File: config.mk
export PLATFORM = sky130hd
export DESIGN_NAME = i2c_bus_monitor
export DESIGN_NICKNAME = d
export VERILOG_FILES = /design/src/rtl/i2c_bus_monitor.sv
export SDC_FILE = /design/constraint.sdc
export NUM_CORES = 1
export LEC_CHECK = 0
export BUFFER_PORTS_ARGS = -buffer_cell sky130_fd_sc_hd__clkbuf_2
export CORE_MARGIN = 8
export CORE_UTILIZATION = 40
export CTS_CLUSTER_SIZE = 20
export DETAILED_ROUTE_END_ITERATION = 10
export PLACE_DENSITY = 0.72
export SLEW_MARGIN = 20
export SYNTH_ARGS = -nofsm -noshare
export SYNTH_HDL_FRONTEND = slang
export SYNTH_SLANG_ARGS = --single-unit
File: constraint.sdc
create_clock -name clk -period 2 [get_ports clk]
set_input_delay 0.3 -clock clk [delete_from_list [all_inputs] [get_ports clk]]
set_output_delay 0.3 -clock clk [all_outputs]
set_load 0.01 [all_outputs]
File: src/rtl/i2c_bus_monitor.sv
// Passive I2C bus sniffer: decodes START/STOP, address/data bytes and ACK on
// slow sample strobes, and packs a transaction summary for a hex display.
module i2c_bus_monitor #(
  parameter int C_sync_stages  = 2,
  parameter int C_data_bytes   = 6,
  parameter int C_display_bits = 64
) (
  input  logic                      clk,
  input  logic                      resetn,
  input  logic                      clk_en,
  input  logic                      scl,
  input  logic                      sda,
  output logic [C_display_bits-1:0] display,
  output logic                      byte_valid,
  output logic [7:0]                byte_data,
  output logic                      byte_ack,
  output logic                      byte_is_addr,
  output logic                      busy
);

  localparam int DataBits = 8 * C_data_bytes;

  typedef enum logic [1:0] {
    IDLE,
    ADDR,
    DATA
  } state_t;

  logic [C_sync_stages-1:0] sclSync_q, sdaSync_q;
  logic                     sclNow, sdaNow;
  logic                     sampScl_q, sampSda_q;
  logic                     evStart, evStop, evRise;

  state_t                   state_q, state_d;
  logic [3:0]               bitCnt_q, bitCnt_d;
  logic [7:0]               shreg_q, shreg_d;
  logic [7:0]               addr_q, addr_d;
  logic [7:0]               byteCount_q, byteCount_d;
  logic [DataBits-1:0]      data_q, data_d;
  logic [7:0]               byteData_q, byteData_d;
  logic                     byteAck_q, byteAck_d;
  logic                     byteIsAddr_q, byteIsAddr_d;
  logic                     byteValid_q, byteValid_d;
  logic                     busy_q, busy_d;

  // Synchronisers reset to 1 so a released reset looks like an idle bus.
  always_ff @(posedge clk or negedge resetn) begin
    if (!resetn) begin
      sclSync_q <= '1;
      sdaSync_q <= '1;
      sampScl_q <= 1'b1;
      sampSda_q <= 1'b1;
    end else begin
      sclSync_q <= {sclSync_q[C_sync_stages-2:0], scl};
      sdaSync_q <= {sdaSync_q[C_sync_stages-2:0], sda};
      if (clk_en) begin
        sampScl_q <= sclNow;
        sampSda_q <= sdaNow;
      end
    end
  end

  assign sclNow = sclSync_q[C_sync_stages-1];
  assign sdaNow = sdaSync_q[C_sync_stages-1];

  // sampScl_q/sampSda_q are the previous sample; requiring SCL high in both
  // samples keeps a simultaneous SCL+SDA change from reading as START/STOP.
  assign evStart = clk_en & sampScl_q & sclNow & sampSda_q & ~sdaNow;
  assign evStop  = clk_en & sampScl_q & sclNow & ~sampSda_q & sdaNow;
  assign evRise  = clk_en & ~sampScl_q & sclNow;

  always_ff @(posedge clk or negedge resetn) begin
    if (!resetn) begin
      state_q      <= IDLE;
      bitCnt_q     <= '0;
      shreg_q      <= '0;
      addr_q       <= '0;
      byteCount_q  <= '0;
      data_q       <= '0;
      byteData_q   <= '0;
      byteAck_q    <= 1'b0;
      byteIsAddr_q <= 1'b0;
      byteValid_q  <= 1'b0;
      busy_q       <= 1'b0;
    end else begin
      state_q      <= state_d;
      bitCnt_q     <= bitCnt_d;
      shreg_q      <= shreg_d;
      addr_q       <= addr_d;
      byteCount_q  <= byteCount_d;
      data_q       <= data_d;
      byteData_q   <= byteData_d;
      byteAck_q    <= byteAck_d;
      byteIsAddr_q <= byteIsAddr_d;
      byteValid_q  <= byteValid_d;
      busy_q       <= busy_d;
    end
  end

  always_comb begin
    state_d      = state_q;
    bitCnt_d     = bitCnt_q;
    shreg_d      = shreg_q;
    addr_d       = addr_q;
    byteCount_d  = byteCount_q;
    data_d       = data_q;
    byteData_d   = byteData_q;
    byteAck_d    = byteAck_q;
    byteIsAddr_d = byteIsAddr_q;
    byteValid_d  = 1'b0;
    busy_d       = busy_q;

    case (state_q)
      IDLE: begin
        if (evStart) begin
          state_d     = ADDR;
          busy_d      = 1'b1;
          bitCnt_d    = '0;
          byteCount_d = '0;
          data_d      = '0;
        end
      end
      default: begin
        if (evStart) begin
          state_d  = ADDR;
          bitCnt_d = '0;
        end else if (evStop) begin
          state_d  = IDLE;
          busy_d   = 1'b0;
          bitCnt_d = '0;
        end else if (evRise) begin
          if (bitCnt_q == 4'd8) begin
            // Ninth rise is the ACK slot: publish the byte even when NACKed.
            byteData_d   = shreg_q;
            byteAck_d    = ~sdaNow;
            byteIsAddr_d = (state_q == ADDR);
            byteValid_d  = 1'b1;
            bitCnt_d     = '0;
            if (state_q == ADDR) begin
              addr_d  = shreg_q;
              state_d = DATA;
            end else begin
              data_d = (data_q << 8) | DataBits'(shreg_q);
              if (byteCount_q != 8'hFF) begin
                byteCount_d = byteCount_q + 8'd1;
              end
            end
          end else begin
            shreg_d  = {shreg_q[6:0], sdaNow};
            bitCnt_d = bitCnt_q + 4'd1;
          end
        end
      end
    endcase
  end

  assign display      = {addr_q, byteCount_q, data_q};
  assign byte_valid   = byteValid_q;
  assign byte_data    = byteData_q;
  assign byte_ack     = byteAck_q;
  assign byte_is_addr = byteIsAddr_q;
  assign busy         = busy_q;

endmodule

# Yosys cells after proc, flatten, opt, wreduce, memory -nomap -nowiden

Cells that the tools add are included.

Bits in latches: 0
Bits of input ports: 5
Bits in writable memories: 0
ROM bits: 0
Output and inout bits: 76
Memories kept: 0
Bits in registers: 96

Bitwise gates (word level): 16
Multiplexer cells: 37
$mul: 0
Order comparisons: 0
Reductions and logical operators: 16
Shift operators: 0
Eq/ne operators: 7
$add $sub $neg: 2
Div/mod/pow operators: 0

Operator list:

| kind                                                                    | number |
|---|---|
| 48-bit 2-to-1 mux                                                       | 7 |
| 8-bit 2-to-1 mux                                                        | 8 |
| 48-bit by 8-bit OR with 48-bit output                                   | 1 |
| 4-bit 2-to-1 mux                                                        | 6 |
| 2-bit 2-to-1 mux                                                        | 7 |
| 6-bit AND reduction                                                     | 2 |
| 5-bit AND reduction                                                     | 2 |
| 1-bit 2-to-1 mux                                                        | 9 |
| 3-bit nonzero test                                                      | 3 |
| 8-bit by 1-bit adder with 8-bit output, second input constant           | 1 |
| 1-bit bitwise AND                                                       | 8 |
| 8-bit inequality test, second input constant                            | 1 |
| 2-bit nonzero test                                                      | 4 |
| 1-bit inverter                                                          | 7 |
| 7-bit AND reduction                                                     | 1 |
| 2-bit inequality test, second input constant                            | 3 |
| 4-bit by 1-bit adder with 4-bit output, second input constant           | 1 |
| 4-bit equality test, second input constant                              | 1 |
| 4-bit AND reduction                                                     | 1 |
| 3-bit AND reduction                                                     | 1 |
| 2-bit by 1-bit equality test with 1-bit output, second input constant   | 1 |
| 2-bit zero test                                                         | 1 |
| 2-bit by 1-bit inequality test with 1-bit output, second input constant | 1 |
| 2-bit AND reduction                                                     | 1 |

# Logic depth before layout (Yosys ltp)

Gate-level depths: netlist of run 1.

Depth after elaboration: 8
Gate-level depth with buffers: 9

# Worst setup path before layout of run 1

Ideal clock, no wire load.

Kind: flip-flop to flip-flop
Start: register bitCnt_q[0]
End: register byteCount_q[3]
Slack: 251 ps
Arrival time: 1646 ps
Stages on the path, launching flop included: 8
Clock period less this slack: 1749 ps
Path buffers: 0
Cell sequence: dfrtp_1 -> inv_1 -> ha_1 -> nand3b_1 -> nor3_4 -> a31oi_2 -> or2_4 -> o41ai_2

Word-level cells in the longest chain between the ends: 3

RTL lines:

| what                          | line | source |
|---|---|---|
| start, declared               | 35   | `logic [3:0] bitCnt_q, bitCnt_d;` |
| start signal, assigned        | 87   | `bitCnt_q <= bitCnt_d;` |
| 4-bit equality test           | 132  | `if (bitCnt_q == 4'd8) begin` |
| 2-bit nonzero test (no line)  | n/a  |  |
| 7-bit AND reduction (no line) | n/a  |  |
| end signal, assigned          | 90   | `byteCount_q <= byteCount_d;` |
| end, declared                 | 38   | `logic [7:0] byteCount_q, byteCount_d;` |

No other way between the ends.
A chain may end at the register's enable or synchronous reset.

# Worst setup path in the final report of run 1

Start: register bitCnt_q[0]
End: register data_q[27]

Word-level cells in the longest chain between the ends: 3

RTL lines:

| what                          | line | source |
|---|---|---|
| 4-bit equality test           | 132  |  |
| 2-bit nonzero test (no line)  | n/a  |  |
| 6-bit AND reduction (no line) | n/a  |  |
| end signal, assigned          | 91   | `data_q <= data_d;` |
| end, declared                 | 39   | `logic [DataBits-1:0] data_q, data_d;` |

No other way between the ends.

==> impl_metrics.ini, run 1 <==
[die]
pin_count = 81
start_util_pct = 41.0
die_area_um2 = 13400
die_h_um = 116
fp.coreArea_um2 = 9680
placementRows = 36
die_w_um = 116

[place]
portBuffers = 80
placed_cell_area_um2 = 4520
post-place-ws_ns = 0.0424
place_hpwl_um = 6410
gp_congestion = 0.822

[clocking]
h-tree-depth = 3
path_clk_slew_ns = 0.10
tritoncts = built
cts_root_buffer = clkbuf_8
cts.sink_count = 96
cts_buffers = 9
insertion_delay_ns = 0.36
clock_tree.buffer_depth = 2

[synth]
synth-edff-count = 0
synth_cell_types = 39
avgSynthCellArea_um2 = 9.60
ys.flop_type = dfrtp_1
synthCells = 413
ys_ff_latch = 96
async_flop_share_pct = 100
syn-cell-area_um2 = 3970
synth_nets = 421
seq_area_frac_synth_pct = 60.8
ys_warn_count = 0

[sta]
fin_skew_ns = 0.0137
tns_ns = 0
rsz0062_at_grt = true
maxSlewHeadroom_pct = 70.8
hold_viol_final = 0
worst_slack_ns = 0.0629
post-route-period-util_pct = 96.9
worst_pin_slew_ns = 0.438
slew_viol_final = 0
timing.fmax_mhz = 516
setup_viol = 0
fin_crit_ns = 1.94

[route]
dr.first_iter.drc_count = 264
avgRoutedWirePerCell_um = 15.3
drc = 0
vias = 3121
totalWireLength_um = 9740
viasPerCell = 4.89
postRouteAntennaNets = 0
dr.pass1.iters = 4

[power_and_ir_drop]
p_per_area_nw_per_um2 = 895
p_leak_nw = 2.39
vdd_drop_max_uv = 411

[global_route]
grt_pass1_wl_um = 15000
grt_max_degree = 97
antenna_found_initial = 0
grt_pass1_vias = 2891
grt_use_total_pct = 14.0
overflow = 0

[worst_setup_path]
critPathLaunchType = flip-flop
crit_type = reg2reg
crit_fanout = 48
crit_arrival_ns = 2.18
cp_data_required_time_ns = 2.24
worstSetupEndpointType = flip-flop

[cells_and_area]
n_antenna_cell = 0
drive_above_1_share_pct = 28.3
stdcell_area_um2 = 4920
nets = 508
area_growth_pct = 24.1

[hold_path]
hp-class = in2reg

[job]
cap_violations = 0

[run_status]
status = finished clean
==> worst paths after layout <==
kind	startpoint	endpoint	slack, ns	depth (start not counted)
max	bitCnt_q[0]	data_q[27]	0.06	10
min	clk_en	sampScl_q	0.17	2
max reg2reg	bitCnt_q[0]	data_q[27]	0.06	10
min reg2reg	sdaSync_q[0]	sdaSync_q[1]	0.36	0
max in group asynchronous	resetn	byte_data[0]	0.95	3
min in group asynchronous	resetn	data_q[45]	0.41	2
==> report_power, final <==
part	total, W	switching, W	internal [W]
Clock	0.00154	0.000705	0.000838
Sequential	0.00221	0.000145	0.00206
Combinational	0.000656	0.000400	0.000257
Total	0.00441	0.00125	0.00316
==> layout by cell type (no fill, tap or decap), types with 3 or more instances in the layout <==
| cell type | n |
|---|---|
| o31ai_1 | 4 |
| dlygate4sd3_1 | 3 |
| inv_2 | 3 |
| nand2_2 | 4 |
| dfrtp_1 | 90 |
| mux2_2 | 9 |
| nand3b_1 | 3 |
| buf_4 | 11 |
| nand2_1 | 149 |
| o21ai_1 | 28 |
| clkbuf_2 | 79 |
| a21oi_1 | 7 |
| clkbuf_8 | 9 |
| nor2_1 | 5 |
| o21ai_0 | 34 |
| nand3_1 | 12 |
| bufinv_16 | 3 |
| inv_1 | 4 |
| dfstp_2 | 6 |
==> stage by stage <==
stage	std cells	power, W	utilization, %	hold WS (ns)
CTS	630	0.00437	49.5	0.167
finish	638	0.00441	50.8	0.171
detailed placement	611	0.00283	46.7	0.260
global placement	611	0.00281	46.7	0.256
floorplan	413	0.00261	-	0.00441
global route	638	0.00462	50.8	0.176
==> final cells by class <==
cell class / instances / area [µm²]
well taps: 133 / 166
repair buffers: 99 / 611
fillers: 909 / 4760
clock buffers: 10 / 128
flip-flops and latches: 96 / 2410
clock inverters: 6 / 115
inverters: 7 / 26.3
multi-input cells: 287 / 1470
==> synth_stat cells, types with 2 or more instances <==
cell	number	area (µm²)
a21oi_1	7	35.0
a31oi_1	2	12.5
a41oi_1	2	17.5
and3_1	2	12.5
and4_1	2	17.5
buf_1	2	7.51
buf_2	8	40.0
clkbuf_1	13	48.8
dfrtp_1	90	2250
dfstp_2	6	158
ha_1	3	37.5
inv_1	6	22.5
mux2_2	9	101
nand2_1	152	571
nand2b_1	2	12.5
nand3_1	12	60.1
nand3b_1	3	22.5
nor2_1	5	18.8
nor3_1	2	10.0
o21ai_0	53	265
o21ai_1	10	50.1
o31ai_1	4	30.0
or2_2	2	12.5
==> what timing repair did <==
item                       4_1_cts  5_1_grt
gates resized for setup          0       34
setup endpoints to repair        0        4
buffers inserted                 0        5
hold buffers                     3        0
hold endpoints to repair        31        0
==> per-layer routing <==
metal | share of wire (%) | GRT usage [%] | wire length, µm | vias to the layer above
li1 | - | - | - | 1548
met1 | 45 | 18.9 | 4390 | 1481
met2 | 46 | 20.8 | 4520 | 83
met3 | 7.5 | 4.43 | 730 | 9
met4 | 1.0 | 4.73 | 99 | 0
met5 | 0 | 0 | 0 | -
==> cell families after synthesis <==
family,Yosys count,share of synthesized area (%)
XOR/XNOR,1,0.221
multiplexers,9,2.56
AND/OR/NAND/NOR,189,20.1
adder cells (fa/ha/maj),3,0.946
flip-flops,96,60.8
buffers and inverters,30,3.09
AO/OA/AOI/OAI,85,12.3
==> critical path, cell delays in order (launching register included) <==
cell	delay, ns
dfrtp_1	0.42
inv_2	0.08
ha_4	0.13
nand3b_1	0.13
nor3_4	0.33
buf_4	0.18
a22oi_2	0.07
buf_6	0.15
buf_12	0.18
nand2_1	0.07
o21ai_0	0.07
==> registers in the layout, summed over array words and instances, names as in the netlist <==
| name | flops |
|---|---|
| addr_q | 8 |
| bitCnt_q | 4 |
| busy | 1 |
| byteCount_q | 8 |
| byte_ack | 1 |
| byte_data | 8 |
| byte_is_addr | 1 |
| byte_valid | 1 |
| data_q | 48 |
| sampScl_q | 1 |
| sampSda_q | 1 |
| sclSync_q | 2 |
| sdaSync_q | 2 |
| shreg_q | 8 |
| state_q | 2 |
No activity file was read; power rests on OpenSTA's default activity.
==> run 2: changes to the inputs <==
--- a/config.mk
+++ b/config.mk
@@ -11,6 +11,7 @@
 export CTS_CLUSTER_SIZE = 20
 export DETAILED_ROUTE_END_ITERATION = 10
 export PLACE_DENSITY = 0.72
+export SKIP_CTS_REPAIR_TIMING = 1
 export SLEW_MARGIN = 20
 export SYNTH_ARGS = -nofsm -noshare
 export SYNTH_HDL_FRONTEND = slang
==> constraint.sdc (replaced) <==
create_clock -name clk -period 2 [get_ports clk]
set_input_delay 0.3 -clock clk [delete_from_list [all_inputs] [get_ports clk]]
set_output_delay 0.3 -clock clk [all_outputs]
set_load 0.05 [all_outputs]
==> run 2 against run 1 <==
Clock power barely moved. Clock skew barely moved. Non-clock buffer count did not move. Register-to-register slack barely moved. Combinational power rose by 11%.
==> impl_metrics.ini, run 2 (synthesized netlist as in run 1, its figures left out) <==
[place]
gp_congestion = 0.822
place_hpwl_um = 6410
post-place-ws_ns = 0.0424
portBuffers = 80

[cells_and_area]
n_antenna_cell = 0
drive_above_1_share_pct = 28.3
largest_reg_flops = 48
nets = 508
area_growth_pct = 24.1
regMostFlops = data_q
layout_common_cells = nand2_1 (149), dfrtp_1 (90), clkbuf_2 (79), o21ai_0 (34), o21ai_1 (28)
layout_commonest_cell = nand2_1

[worst_setup_path]
crit_type = reg2reg
cp_top_family = buffers and inverters
critPathLaunchType = flip-flop
crit_arrival_ns = 2.17
worstSetupEndpointType = flip-flop
crit_fanout = 48
max_stage_delay_ns = 0.42
path_buf_inv = 4
crit_chain = inv_2, ha_4, nand3b_1, nor3_4, buf_4, a22oi_2, buf_6, buf_12, nand2_1, o21ai_0
slowest_stage = dfrtp_1
cp_data_required_time_ns = 2.24

[clocking]
cts_buffers = 9
tritoncts = built
cts_root_buffer = clkbuf_8
cts.sink_count = 96
insertion_delay_ns = 0.36
clock_tree.buffer_depth = 2
h-tree-depth = 3
path_clk_slew_ns = 0.10

[global_route]
grt_pass1_vias = 2885
antenna_found_initial = 0
grt_use_total_pct = 14.0
grt_max_degree = 97
grt_pass1_wl_um = 15000
overflow = 0

[power_and_ir_drop]
pwr-share-clk_pct = 34.5
p_per_area_nw_per_um2 = 909
combPwrFrac_pct = 16.3
swShare_pct = 29.5
p_leak_nw = 2.39
p_int_w = 0.00315
power_switching_w = 0.00132
vdd_drop_max_uv = 413
power_frac_seq_pct = 49.3

[die]
start_util_pct = 41.0
die_area_um2 = 13400
die_w_um = 116
fp.coreArea_um2 = 9680
placementRows = 36
pin_count = 81
die_h_um = 116

[route]
dr.pass1.iters = 4
dr.first_iter.drc_count = 242
postRouteAntennaNets = 0
drc = 0
vias = 3138
avgRoutedWirePerCell_um = 15.3
totalWireLength_um = 9760
viasPerCell = 4.92

[sta]
fin_crit_ns = 1.93
holdWs_ns = 0.170
timing.fmax_mhz = 519
post-route-period-util_pct = 96.4
setup_viol = 0
hold_viol_final = 0
maxSlewHeadroom_pct = 70.7
worst_pin_slew_ns = 0.439
tns_ns = 0
slew_viol_final = 0
fin_skew_ns = 0.0138
worst_slack_ns = 0.0720
rsz0062_at_grt = true

[run_status]
status = finished clean

[hold_path]
hp-class = in2reg

[job]
cap_violations = 0
-- run 2: cell counts in the layout (fill, tap and decap cells not counted) --
Identical to the previous run, type by type.
-- run 2: per-stage QoR --
stage	instances	total power, W	utilization, %	cell area (µm²)
finish	638	0.00447	50.8	4920
global route	638	0.00469	50.8	4920
CTS	627	0.00444	49.2	4770
global placement	611	0.00288	46.7	4520
detailed placement	611	0.00290	46.7	4520
floorplan	413	0.00268	-	3970
-- run 2: path summary, 6_finish.rpt --
path	startpoint	end	slack (ns)	cells past startpoint
max in group asynchronous	resetn	byte_data[0]	0.95	3
max	bitCnt_q[0]	data_q[27]	0.07	10
max reg2reg	bitCnt_q[0]	data_q[27]	0.07	10
min	clk_en	sampScl_q	0.17	2
min in group asynchronous	resetn	data_q[38]	0.40	2
min reg2reg	sdaSync_q[0]	sdaSync_q[1]	0.36	0
-- run 2: metal layers --
metal / global-route usage (%) / up-vias / wire length [µm]
li1: - / 1548 / -
met5: 0 / - / 0
met3: 4.43 / 9 / 689
met1: 18.9 / 1504 / 4440
met4: 4.73 / 0 / 103
met2: 20.8 / 77 / 4520
-- run 2: power by group through the flow --
| stage | Combinational (W) | Sequential, W | Clock [W] |
|---|---|---|---|
| final | 0.000727 | 0.00220 | 0.00154 |
| after detailed placement | 0.000662 | 0.00224 | 0 |
| after global placement | 0.000642 | 0.00223 | 0 |
| after global routing | 0.000803 | 0.00222 | 0.00167 |
| after floorplan | 0.000408 | 0.00227 | 0 |
| after CTS | 0.000663 | 0.00220 | 0.00157 |
-- run 2: layout make-up --
class	count	area [µm²]
sequential	96	2410
clock inverter	6	115
tap	133	166
inverter	7	26.3
clock buffer	10	128
fill	909	4760
multi-input combinational	287	1470
timing repair buffer	99	611
==> run 3: changes to the inputs <==
--- a/config.mk
+++ b/config.mk
@@ -8,7 +8,8 @@
 export BUFFER_PORTS_ARGS = -buffer_cell sky130_fd_sc_hd__clkbuf_2
 export CORE_MARGIN = 8
 export CORE_UTILIZATION = 40
-export CTS_CLUSTER_SIZE = 20
+export CTS_BUF_LIST = sky130_fd_sc_hd__clkbuf_16
+export CTS_CLUSTER_SIZE = 14
 export DETAILED_ROUTE_END_ITERATION = 10
 export PLACE_DENSITY = 0.72
 export SKIP_CTS_REPAIR_TIMING = 1
==> run 3 against run 2 <==
Non-clock buffer count fell by 2. Sequential cell count is the same. Power rose by 9.6%. Register-to-register slack about the same. Critical path depth did not move. Via count grew 0.64%. Maximum frequency grew 0.21%. Critical path type unchanged. Critical endpoint is now data_q[15]. Highest routed layer unchanged.
==> impl_metrics.ini, run 3 (synthesized netlist as in run 1, its figures left out) <==
[run_status]
status = finished clean

[global_route]
grt_use_total_pct = 14.0
overflow = 0
grt_pass1_wl_um = 15000
grt_pass1_vias = 2889
antenna_found_initial = 0
grt_max_degree = 97

[cells_and_area]
largest_reg_flops = 48
fin_util_pct = 51.6
nets = 506
regMostFlops = data_q
n_antenna_cell = 0
drive_above_1_share_pct = 27.8
layout_common_cells = nand2_1 (151), dfrtp_1 (90), clkbuf_2 (79), o21ai_0 (39), o21ai_1 (24)
area_growth_pct = 25.9
layout_commonest_cell = nand2_1

[job]
cap_violations = 0

[sta]
timing.fmax_mhz = 520
fin_skew_ns = 0.00598
fin_crit_ns = 1.92
hold_viol_final = 0
post-route-period-util_pct = 96.2
setup_viol = 0
holdWs_ns = 0.0420
worst_pin_slew_ns = 0.429
worst_slack_ns = 0.0760
rsz0062_at_grt = true
tns_ns = 0
slew_viol_final = 0
maxSlewHeadroom_pct = 71.4

[route]
avgRoutedWirePerCell_um = 15.4
drc = 0
viasPerCell = 4.97
totalWireLength_um = 9810
dr.first_iter.drc_count = 197
dr.pass1.iters = 4
postRouteAntennaNets = 0
vias = 3158

[die]
die_h_um = 116
die_w_um = 116
start_util_pct = 41.0
pin_count = 81
placementRows = 36
die_area_um2 = 13400
fp.coreArea_um2 = 9680

[worst_setup_path]
critPathLaunchType = flip-flop
worstSetupEndpointType = flip-flop
cp_data_required_time_ns = 2.21
r2r.worst_path.cells = 10
crit_arrival_ns = 2.14
r2r_slack_ns = 0.08
r2r-end = data_q[15]
crit_type = reg2reg
r2r_start = bitCnt_q[0]
crit_fanout = 48

[clocking]
insertion_delay_ns = 0.33
cts_root_buffer = clkbuf_16
tritoncts = built
clock_tree.buffer_depth = 2
h-tree-depth = 3
path_clk_slew_ns = 0.07
cts.sink_count = 96
cts_buffers = 9

[power_and_ir_drop]
vdd_drop_max_uv = 454
p_leak_nw = 2.43
p_per_area_nw_per_um2 = 982

[hold_path]
whs_path_depth = 1
hp-class = in2reg
hp-start = scl
hold_end = sclSync_q[0]

[place]
post-place-ws_ns = 0.0424
gp_congestion = 0.822
portBuffers = 80
place_hpwl_um = 6410
run 3: how the worst max path moves through the flow:
stage	from	endpoint	slack, ns	cells past startpoint
6_report	bitCnt_q[0]	data_q[15]	0.08	10
3_3_place_gp	bitCnt_q[0]	byteCount_q[3]	0.15	7
4_1_cts	bitCnt_q[0]	byteCount_q[3]	0.02	7
2_1_floorplan	byteCount_q[3]	byteCount_q[3]	0.13	5
3_5_place_dp	bitCnt_q[0]	byteCount_q[3]	0.04	7
5_1_grt	bitCnt_q[0]	data_q[38]	-0.02	9
run 3: cell type report:
type                            count  area, µm²
Multi-Input combinational cell    287       1460
Fill cell                         879       4690
Sequential cell                    96       2410
Clock inverter                      7        119
Timing Repair Buffer               97        591
Clock buffer                        9        225
Tap cell                          133        166
Inverter                            7       26.3
run 3: metrics by stage:
| stage | power [W] | instance area (µm²) | cells |
|---|---|---|---|
| detailed placement | 0.00290 | 4520 | 611 |
| global placement | 0.00288 | 4520 | 611 |
| floorplan | 0.00268 | 3970 | 413 |
| finish | 0.00490 | 4990 | 636 |
| global route | 0.00512 | 4990 | 636 |
| CTS | 0.00487 | 4870 | 627 |
run 3: metal layers:
layer,vias up,track usage (%),share of wire (%)
met5,-,0,0
met4,0,5.25,1.1
met3,10,3.44,7.2
met2,86,21.2,47
met1,1516,18.9,44
li1,1546,-,-
run 3: report_power, final:
group          internal (W)  leakage (nW)  switching [W]
registers           0.00206          1.30       0.000148
clock network       0.00122         0.167       0.000745
logic              0.000255         0.964       0.000468
total               0.00354          2.43        0.00136
run 3: critical path, cell delays in order (launching register included):
cell and delay, ns:
dfrtp_1 0.41, inv_2 0.08, ha_4 0.13, nand3b_1 0.13
nor3_4 0.33, buf_4 0.17, a22oi_2 0.06, buf_6 0.15
buf_12 0.18, nand2_1 0.08, o21ai_0 0.07
